File: src/rtl/lru_age_tracker_pkg.sv
// Shared types and defaults for the per-set BTB LRU age tracker.
package lru_age_tracker_pkg;

   // Default geometry: eight lines per BTB set, three-bit line index / age.
   localparam int DEF_NUM_LINES  = 8;
   localparam int DEF_LINE_WIDTH = $clog2(DEF_NUM_LINES);

   // Kind of access presented on the en/hit strobes in a given cycle.
   typedef enum logic [1:0] {
      ACC_IDLE = 2'd0,
      ACC_HIT  = 2'd1,
      ACC_FILL = 2'd2
   } access_e;

   // Decode the access strobes into an access kind.
   function automatic access_e decode_access(input logic en, input logic hit);
      if (!en)
         return ACC_IDLE;
      else if (hit)
         return ACC_HIT;
      else
         return ACC_FILL;
   endfunction

endpackage

File: src/rtl/lru_victim_select.sv
// Victim selection for the LRU tracker: lowest-index invalid line wins,
// otherwise the line holding the oldest age (NUM_LINES-1).
import lru_age_tracker_pkg::*;

module lru_victim_select #(
   parameter int NUM_LINES  = DEF_NUM_LINES,
   parameter int LINE_WIDTH = $clog2(NUM_LINES)
) (
   input  logic [NUM_LINES-1:0]            valid,
   input  logic [NUM_LINES*LINE_WIDTH-1:0] age_flat,
   output logic [LINE_WIDTH-1:0]           lru_line,
   output logic                            full
);

   logic [LINE_WIDTH-1:0] inv_idx;
   logic [LINE_WIDTH-1:0] old_idx;

   // Priority-encode the lowest invalid line and match the oldest age.
   always_comb begin
      full    = &valid;
      inv_idx = '0;
      old_idx = '0;
      // Scan downwards so the lowest invalid index is the last one written.
      for (int i = NUM_LINES - 1; i >= 0; i--) begin
         if (!valid[i])
            inv_idx = LINE_WIDTH'(i);
      end
      // Ages form a permutation, so exactly one line matches.
      for (int i = 0; i < NUM_LINES; i++) begin
         if (age_flat[i*LINE_WIDTH +: LINE_WIDTH] == LINE_WIDTH'(NUM_LINES - 1))
            old_idx = LINE_WIDTH'(i);
      end
      lru_line = full ? old_idx : inv_idx;
   end

endmodule

File: src/rtl/lru_age_tracker.sv
// True-LRU replacement tracker for one BTB set. Each line carries an age
// rank (a permutation of 0..NUM_LINES-1, 0 = most recent) and a valid bit.
import lru_age_tracker_pkg::*;

module lru_age_tracker #(
   parameter int NUM_LINES  = DEF_NUM_LINES,
   parameter int LINE_WIDTH = $clog2(NUM_LINES)
) (
   input  logic                  clk,
   input  logic                  rst,
   input  logic                  en,
   input  logic                  hit,
   input  logic [LINE_WIDTH-1:0] hit_line,
   input  logic                  inv,
   input  logic [LINE_WIDTH-1:0] inv_line,
   input  logic                  flush,
   output logic [LINE_WIDTH-1:0] lru_line,
   output logic                  full
);

   access_e                       acc;
   logic [LINE_WIDTH-1:0]         touch_line;
   logic [LINE_WIDTH-1:0]         touch_age;
   logic [NUM_LINES*LINE_WIDTH-1:0] age_flat;
   logic [NUM_LINES-1:0]          valid;

   assign acc        = decode_access(en, hit);
   // A fill touches the victim shown before the edge.
   assign touch_line = (acc == ACC_HIT) ? hit_line : lru_line;
   assign touch_age  = age_flat[touch_line*LINE_WIDTH +: LINE_WIDTH];

   for (genvar g = 0; g < NUM_LINES; g++) begin : g_line
      logic [LINE_WIDTH-1:0] age_r;
      logic                  valid_r;

      // Compare-and-increment: lines younger than the touched one age by one,
      // the touched line becomes youngest; older lines keep their rank.
      always_ff @(posedge clk) begin
         if (rst) begin
            age_r <= LINE_WIDTH'(g);
         end else if (acc != ACC_IDLE) begin
            if (touch_line == LINE_WIDTH'(g))
               age_r <= '0;
            else if (age_r < touch_age)
               age_r <= age_r + LINE_WIDTH'(1);
         end
      end

      // Valid bit: flush beats invalidate, which beats the fill setting it.
      always_ff @(posedge clk) begin
         if (rst)
            valid_r <= 1'b0;
         else if (flush)
            valid_r <= 1'b0;
         else if (inv && (inv_line == LINE_WIDTH'(g)))
            valid_r <= 1'b0;
         else if ((acc == ACC_FILL) && (lru_line == LINE_WIDTH'(g)))
            valid_r <= 1'b1;
      end

      assign age_flat[g*LINE_WIDTH +: LINE_WIDTH] = age_r;
      assign valid[g]                             = valid_r;
   end

   lru_victim_select #(
      .NUM_LINES  (NUM_LINES),
      .LINE_WIDTH (LINE_WIDTH)
   ) u_victim (
      .valid    (valid),
      .age_flat (age_flat),
      .lru_line (lru_line),
      .full     (full)
   );

`ifndef SYNTHESIS
   // Ages must stay pairwise distinct outside reset.
   always_ff @(posedge clk) begin
      if (!rst) begin
         for (int a = 0; a < NUM_LINES; a++) begin
            for (int b = a + 1; b < NUM_LINES; b++) begin
               assert (age_flat[a*LINE_WIDTH +: LINE_WIDTH] != age_flat[b*LINE_WIDTH +: LINE_WIDTH])
                  else $error("lru_age_tracker: duplicate age on lines %0d and %0d", a, b);
            end
         end
      end
   end
`endif

endmodule
File: config.mk
export PLATFORM = sky130hd
export DESIGN_NAME = lru_age_tracker
export DESIGN_NICKNAME = d
export VERILOG_FILES = /design/src/rtl/lru_age_tracker_pkg.sv /design/src/rtl/lru_victim_select.sv /design/src/rtl/lru_age_tracker.sv
export SDC_FILE = /design/constraint.sdc
export NUM_CORES = 1
export LEC_CHECK = 0
export CORE_MARGIN = 3
export CORE_UTILIZATION = 42
export DETAILED_ROUTE_END_ITERATION = 16
export MAX_ROUTING_LAYER = met4
export SLEW_MARGIN = 20
export SYNTH_ARGS = -nofsm -noshare
export SYNTH_HDL_FRONTEND = slang
export SYNTH_SLANG_ARGS = --single-unit
File: constraint.sdc
create_clock -name clk -period 8.9 [get_ports clk]
set_input_delay 2.67 -clock clk [delete_from_list [all_inputs] [get_ports clk]]
set_output_delay 2.67 -clock clk [all_outputs]
set_load 0.02 [all_outputs]
Yosys cells after proc, flatten, opt, wreduce, memory -nomap -nowiden
Index checks and enable logic that the tools add are counted.

Word-level logic and storage cells: 144. Input bits: 12. Output and inout port bits: 4. Flip-flop bits (word level): 32.

Reduce and logical (&&, ||, !) cells: 45. Add/subtract/negate cells: 8. Muxes and demuxes: 35. Shift operators: 1. Magnitude comparators: 8. Multiply operators: 1. Equal/unequal tests: 30.

Operators with widths (number): two-way mux 3 bit (30); == test 3 bit, second input constant (19); adder 3 x 1 -> 3 bit, second input constant (8); < comparator 3 bit (8); OR reduction 3 bit (8); indexed part select 24 x 6 -> 3 bit (1); == test 3 x 2 -> 1 bit, second input constant (6); nonzero test 2 bit (9); logical AND 1 bit (16); AND reduction 2 bit (8); == test 3 x 1 -> 1 bit, second input constant (3); zero test 3 bit (3); two-way mux 2 bit (4); AND reduction 8 bit (1); multiplier 3 x 2 -> 5 bit, second input constant (1); == test 2 x 1 -> 1 bit, second input constant (1); == test 2 bit, second input constant (1); two-way mux 1 bit (1).

Longest topological paths before layout
Gate-level depths: netlist of the first run.

Depth in word-level cells: 15. Gate-level depth with buffers: 17. Mapped depth without buffers: 16.

Hierarchy
Synthesis of the first run repeated with hierarchy kept, for this count alone.

Cells, all modules: 296. Area total of the unflattened synthesis: 2514.9 µm².

Modules (own cells, without submodules): lru_age_tracker (instances 1, area an instance 2343.5 µm², cells an instance 267, seq. area each 640.6 µm²); lru_victim_select (instances 1, area an instance 171.4 µm², cells an instance 29, seq. area each 0.0 µm²).

Least setup slack after synthesis of the first run
No wires, ideal clock.

Path type: input to register. Start point: input en. End point: register g_line[4].age_r[0]. Library setup time: 0.070 ns. Cell stages on the path: 14. Setup slack: 3.224 ns. Buffers on the path: 3. Required time: 8.830 ns. Data arrival time: 5.606 ns. Cell sequence: buf_6 > and2_4 > buf_6 > or3_4 > o21ai_1 > buf_2 > nand3_1 > a31oi_1 > ha_1 > and2_1 > a41oi_1 > o31ai_2 > or3b_1 > a21oi_1.

Word-level cells in the longest chain between the ends: 8. Elaborated cells on any way between the ends: 11. Classes of those cells: mul (1); order compare (1); eq/ne (2); shift (1); mux (3); reduce/logical (3).

RTL lines: start, declared (RTL line lru_age_tracker.sv:11) `input logic en,`; two-way mux 2 bit * (RTL line lru_age_tracker_pkg.sv:17) `if (!en)`; == test 2 x 1 -> 1 bit (RTL line lru_age_tracker.sv:29) `assign touch_line = (acc == ACC_HIT) ? hit_line : lru_line;`; two-way mux 3 bit (RTL line lru_age_tracker.sv:29); multiplier 3 x 2 -> 5 bit (RTL line lru_age_tracker.sv:30) `assign touch_age = age_flat[touch_line*LINE_WIDTH +: LINE_WIDTH];`; indexed part select 24 x 6 -> 3 bit (RTL line lru_age_tracker.sv:30); < comparator 3 bit (RTL line lru_age_tracker.sv:44) `else if (age_r < touch_age)`; nonzero test 2 bit (no source line); AND reduction 2 bit (no source line); end signal, assigned (RTL line lru_age_tracker.sv:40) `age_r <= LINE_WIDTH'(g);`; end signal, assigned (RTL line lru_age_tracker.sv:45) `age_r <= age_r + LINE_WIDTH'(1);`; end, declared (RTL line lru_age_tracker.sv:33) `logic [LINE_WIDTH-1:0] age_r;`.

Mark *: on every way between the ends. The rest lies on a longest branch, timed or not. A chain may end at the register's enable or synchronous reset.

Worst setup path in the final report of the first run
Same ends and word-level chain as after synthesis.

==> results of run 1 <==
## logic make-up after synthesis
| kind of cell | count (synthesis) | share of synthesized area |
|---|---|---|
| and+or+nand+nor | 125 | 0.2334 |
| AOI/OAI and AO/OA | 117 | 0.3516 |
| DFF | 32 | 0.2371 |
| buffers and inverters | 28 | 0.05002 |
| adders and majority gates | 24 | 0.1107 |
| muxes | 4 | 0.01714 |
## synth_stat cells (all sizes together), types with 4 or more instances
library cell  count
a21o              4
a21oi            16
a221o             6
a221oi            4
a311oi            7
a31oi             4
and2              4
buf               7
clkbuf            6
dfxtp            32
ha               23
inv              15
nand2            40
nand2b            9
nand3            11
nor2             27
nor2b             5
nor3              8
nor4              7
o211ai           12
o21ai            14
o221ai            5
o22ai             7
o31ai             4
## per-stage QoR
| step | power, mW | setup slack, ps |
|---|---|---|
| after global routing | 0.4917 | 1622 |
| after detailed placement | 0.3218 | 1699 |
| after floorplan | 0.2856 | 3224 |
| final | 0.4621 | 1954 |
| after global placement | 0.3188 | 1849 |
| after CTS | 0.4635 | 1972 |
## worst paths after layout
kind | startpoint | endpoint | slack [ps] | cells after the start
hold / removal | g_line[1].age_r[2] | g_line[1].age_r[2] | 530 | 2
hold reg to reg | g_line[1].age_r[2] | g_line[1].age_r[2] | 530 | 2
setup / recovery | en | g_line[4].age_r[0] | 1950 | 12
setup reg to reg | g_line[4].age_r[1] | g_line[4].age_r[0] | 4110 | 16
## area by class of cell
class                      instances  area [um^2]  share of cell area
multi-input combinational        270         1926              0.6442
sequential                        32        640.6              0.2143
timing repair buffer              17        165.2             0.05525
tap                               75        93.84             0.03139
clock buffer                       6        72.57             0.02428
inverter                          15        56.30             0.01884
clock inverter                     2        35.03             0.01172
## per-layer routing
layer | global-route usage | vias up
met5 | - | -
met4 | 0.05807 | 0
met3 | 0.03042 | 8
met2 | 0.3139 | 71
met1 | 0.3028 | 1263
li1 | - | 1309
## where the power goes
part	leakage, nW	internal (mW)	total, mW	switching [mW]
registers	0.261	0.156	0.177	0.0210
clock network	0.0552	0.0831	0.142	0.0591
logic	0.772	0.0630	0.143	0.0799
## sequential cells by signal, summed over array words and instances, names as in the netlist
register,count
g_line.age_r,24
g_line.valid_r,8
## tightest hold or removal path: cells and delay by family, from the launching register on
| kind | cells | cell delay [ps] |
|---|---|---|
| DFF | 1 | 350 |
| and+or+nand+nor | 1 | 70 |
| AOI/OAI and AO/OA | 1 | 60 |
==> impl_metrics.env, run 1 <==
export IMPL_syn2layout_area_growth_pct=10.65
export IMPL_synthFlopType="dfxtp_1"
export IMPL_drv_cap=0
export IMPL_dieArea_mm2=0.007430
export IMPL_diodes=0
export IMPL_cts_resized=0
export IMPL_num_rows=28
export IMPL_h_tree_depth=2
export IMPL_first_pass_iters=5
export IMPL_status="completed"
export IMPL_worst_ep_required_time_ps=9120
export IMPL_fin_setup_tns_ps=0
export IMPL_cts_hold_buffers=0
export IMPL_first_iter_violations=242
export IMPL_wl_met3_um=311
export IMPL_placed_area_mm2=0.002882
export IMPL_fillers=611
export IMPL_synth_top_cell_area_share=0.2371
export IMPL_cp_arrival_ps=7170
export IMPL_core_mm2=0.006061
export IMPL_routed_wl_um=7479
export IMPL_ys_seq_area_frac=0.2371
export IMPL_clk_path_buf_depth=2
export IMPL_post_route_util=0.4932
export IMPL_fp_dieH_um=86.20
export IMPL_top_layer="met4"
export IMPL_io_buffers=15
export IMPL_period_minus_slack_ps=6946
export IMPL_vias_per_cell=6.357
export IMPL_antenna_found_initial=0
export IMPL_synth_edff_count=0
export IMPL_path_clk_slew_ps=70
export IMPL_rsz0062_at_grt="false"
export IMPL_worst_slew_pin_transition_ps=993.6
export IMPL_cts_tree="done"
export IMPL_ios=16
export IMPL_overflow=0
export IMPL_hold_viol=0
export IMPL_leakage_nw=1.088
export IMPL_relSlewSlack=0.3345
export IMPL_placed_cells=409
export IMPL_synth_seq_cells=32
export IMPL_syn_num_nets=365
export IMPL_postCtsSetupBuffers=0
export IMPL_wl_met2_um=3288
export IMPL_fin_hold_ws_ps=532.0
export IMPL_grt_pass1_wl_um=12190
export IMPL_yosys_top_cells_area="dfxtp_1 24%, ha_1 11%, nand2_1 5.6%"
export IMPL_grt_pass1_vias=2399
export IMPL_path_cells="clkdlybuf4s50_1, and2_4, or3_4, o21ai_1, nand3_1, a31oi_1, ha_1, and2_1, a41oi_1, o31ai_2, or3b_1, a21oi_1"
export IMPL_slew_violations=0
export IMPL_path_buf_inv=1
export IMPL_instances_no_fill=417
export IMPL_wl_met1_um=3785
export IMPL_cp_max_fo=19
export IMPL_wl_per_cell_um=17.94
export IMPL_final_nets=376
export IMPL_syn_inst=330
export IMPL_crit_path_start_kind="input pin"
export IMPL_clock_latency_ps=290
export IMPL_drc=0
export IMPL_finalCritPeriodShare=0.7805
export IMPL_syn_avg_cell_area_um2=8.186
export IMPL_final_common_cell="nand2_1"
export IMPL_gp_congestion=0.9091
export IMPL_netlist_area_mm2=0.002701
export IMPL_drive_gt1_frac=0.09357
export IMPL_synth_warnings=0
export IMPL_async_flop_share=0
export IMPL_yosys_cell_types_count=77
export IMPL_cts_sinks=32
export IMPL_vias=2651
export IMPL_start_util=0.4457
export IMPL_yosysTopAreaCell="dfxtp_1"
export IMPL_crit_path_top_delay_cell="a31oi_1"
export IMPL_powerDensity_mw_per_mm2=154.6
export IMPL_fp_dieW_um=86.20
export IMPL_grt_max_degree=25
export IMPL_place_hpwl_um=5581
export IMPL_slowest_delay_ps=840
export IMPL_max_freq_ghz=0.1440
export IMPL_finalInstanceArea_mm2=0.002989
export IMPL_endpoint_kind="register"
export IMPL_cts_root_buf="clkbuf_8"
export IMPL_postRouteAntennaNets=0
export IMPL_cts_made_buffers=5
export IMPL_final_cell_mix="40 x nand2_1, 32 x dfxtp_1, 26 x nor2_1, 23 x ha_1, 16 x a21oi_1"
export IMPL_peakVddDrop_uv=68.45
export IMPL_fin_skew_ps=5.542
export IMPL_setup_viol=0
export IMPL_hp_class="reg -> reg"
export IMPL_track_usage=0.2125
export IMPL_crit_family="compound AO/OA/AOI/OAI gates"
export IMPL_crit_type="in -> reg"
No activity file was read; power rests on OpenSTA's default activity.
==> run 2: changes to the inputs <==
==> constraint.sdc (replaced) <==
create_clock -name clk -period 7.2 [get_ports clk]
set_input_delay 2.16 -clock clk [delete_from_list [all_inputs] [get_ports clk]]
set_output_delay 2.16 -clock clk [all_outputs]
set_load 0.02 [all_outputs]
==> run 2 against run 1 <==
Worst hold slack worse by 7.0 ps. Clock power up 8%. Routed wire length is 1.2% lower. Sequential cell count is the same. Clock skew barely moved. Utilization fell by 0.19 points. Die area is the same. Total power is 19% higher. Non-clock buffer count is the same. Sequential power is 24% higher. Critical path depth is 1 higher. Critical endpoint unchanged. Largest cell class unchanged. Largest power group unchanged.
==> impl_metrics.env, run 2 (synthesized netlist as in run 1, its figures left out) <==
export IMPL_grt_pass1_vias=2528
export IMPL_rsz0062_at_grt="false"
export IMPL_clkPwrFrac=0.281
export IMPL_fp_dieW_um=86.20
export IMPL_drive_gt1_frac=0.09384
export IMPL_p_int_uw=356.0
export IMPL_io_buffers=15
export IMPL_largest_register_ffs=24
export IMPL_setup_viol=0
export IMPL_largestRegisters="g_line.age_r (24), g_line.valid_r (8)"
export IMPL_fillers=623
export IMPL_syn2layout_area_growth_pct=10.24
export IMPL_cp_max_fo=19
export IMPL_cp_arrival_ps=6310
export IMPL_finalInstanceArea_mm2=0.002978
export IMPL_dieArea_mm2=0.007430
export IMPL_instances_no_fill=416
export IMPL_vias_per_cell=6.346
export IMPL_antenna_found_initial=0
export IMPL_first_iter_violations=233
export IMPL_slew_violations=0
export IMPL_track_usage=0.2179
export IMPL_fin_setup_tns_ps=0
export IMPL_peakVddDrop_uv=111.3
export IMPL_cts_resized=0
export IMPL_p_comb_frac=0.321
export IMPL_diodes=0
export IMPL_period_minus_slack_ps=6109
export IMPL_place_ws_ps=877.3
export IMPL_overflow=0
export IMPL_clock_latency_ps=290
export IMPL_num_rows=28
export IMPL_fp_dieH_um=86.20
export IMPL_gp_congestion=0.8661
export IMPL_path_clk_slew_ps=70
export IMPL_finalCritPeriodShare=0.8485
export IMPL_final_cell_mix="40 x nand2_1, 32 x dfxtp_1, 26 x nor2_1, 23 x ha_1, 16 x a21oi_1"
export IMPL_cts_root_buf="clkbuf_8"
export IMPL_cts_sinks=32
export IMPL_cts_tree="done"
export IMPL_top_register="g_line.age_r"
export IMPL_hp_class="reg -> reg"
export IMPL_final_nets=376
export IMPL_cts_hold_buffers=0
export IMPL_place_hpwl_um=5490
export IMPL_p_switching_uw=193.4
export IMPL_relSlewSlack=0.3182
export IMPL_postCtsSetupBuffers=0
export IMPL_powerDensity_mw_per_mm2=184.5
export IMPL_leakage_nw=1.083
export IMPL_grt_max_degree=25
export IMPL_drc=0
export IMPL_h_tree_depth=2
export IMPL_drv_cap=0
export IMPL_post_route_util=0.4913
export IMPL_vias=2640
export IMPL_endpoint_kind="register"
export IMPL_fin_skew_ps=5.110
export IMPL_ios=16
export IMPL_placed_cells=409
export IMPL_worst_ep_required_time_ps=7400
export IMPL_postRouteAntennaNets=0
export IMPL_hold_viol=0
export IMPL_fin_hold_ws_ps=525.0
export IMPL_wl_per_cell_um=17.76
export IMPL_grt_pass1_wl_um=12620
export IMPL_layout_setup_ws_ps=1091
export IMPL_core_mm2=0.006061
export IMPL_whs_path_depth=2
export IMPL_worst_slew_pin_transition_ps=1018
export IMPL_first_pass_iters=5
export IMPL_p_sw_frac=0.3520
export IMPL_reg2regPathDepth=16
export IMPL_clk_path_buf_depth=2
export IMPL_start_util=0.4457
export IMPL_crit_path_start_kind="input pin"
export IMPL_seqPwrFrac=0.398
export IMPL_routed_wl_um=7390
export IMPL_cts_made_buffers=5
export IMPL_crit_type="in -> reg"
export IMPL_final_common_cell="nand2_1"
export IMPL_status="completed"
export IMPL_placed_area_mm2=0.002882
export IMPL_power_total_uw=549.4
export IMPL_max_freq_ghz=0.1637
run 2: cell types whose count changed in the layout (fill, tap and decap cells not counted), sizes merged:
cell    delta
bufinv     -1
clkbuf     +1
clkinv     -1
run 2: path summary, 6_finish.rpt:
kind	slack, ps	to	startpoint
min	520	g_line[1].age_r[2]	g_line[1].age_r[2]
min reg2reg	520	g_line[1].age_r[2]	g_line[1].age_r[2]
max	1090	g_line[4].age_r[0]	en
max reg2reg	2360	g_line[4].age_r[0]	g_line[4].age_r[1]
run 2: final cells by class:
class	count	area (um^2)	share of cell area
clock buffer	7	96.34	0.03235
inverter	15	56.30	0.01891
multi-input combinational	270	1926	0.6466
sequential	32	640.6	0.2151
tap	75	93.84	0.03151
timing repair buffer	17	165.2	0.05546
run 2: critical path, stage by stage:
cell and delay [ps]:
clkdlybuf4s50_1 390, buf_4 210, and2_4 190, or3_4 340, o21ai_1 620, nand3_1 140, a31oi_1 860, ha_1 380
and2_1 150, a41oi_1 230, o31ai_2 150, or3b_1 360, a21oi_1 120
run 2: routing by layer:
| layer | global-route usage | vias to the layer above | share of wire |
|---|---|---|---|
| met4 | 0.06232 | 0 | 0.0085 |
| met2 | 0.3238 | 51 | 0.46 |
| met1 | 0.3065 | 1275 | 0.49 |
| met5 | - | - | 0 |
| met3 | 0.03327 | 7 | 0.042 |
| li1 | - | 1307 | - |
run 2: power by group through the flow:
stage | Sequential (mW) | Combinational (mW) | Clock [mW]
global route | 0.222 | 0.200 | 0.165
finish | 0.219 | 0.176 | 0.154
floorplan | 0.213 | 0.140 | 0
detailed placement | 0.223 | 0.174 | 0
global placement | 0.222 | 0.172 | 0
CTS | 0.219 | 0.175 | 0.158
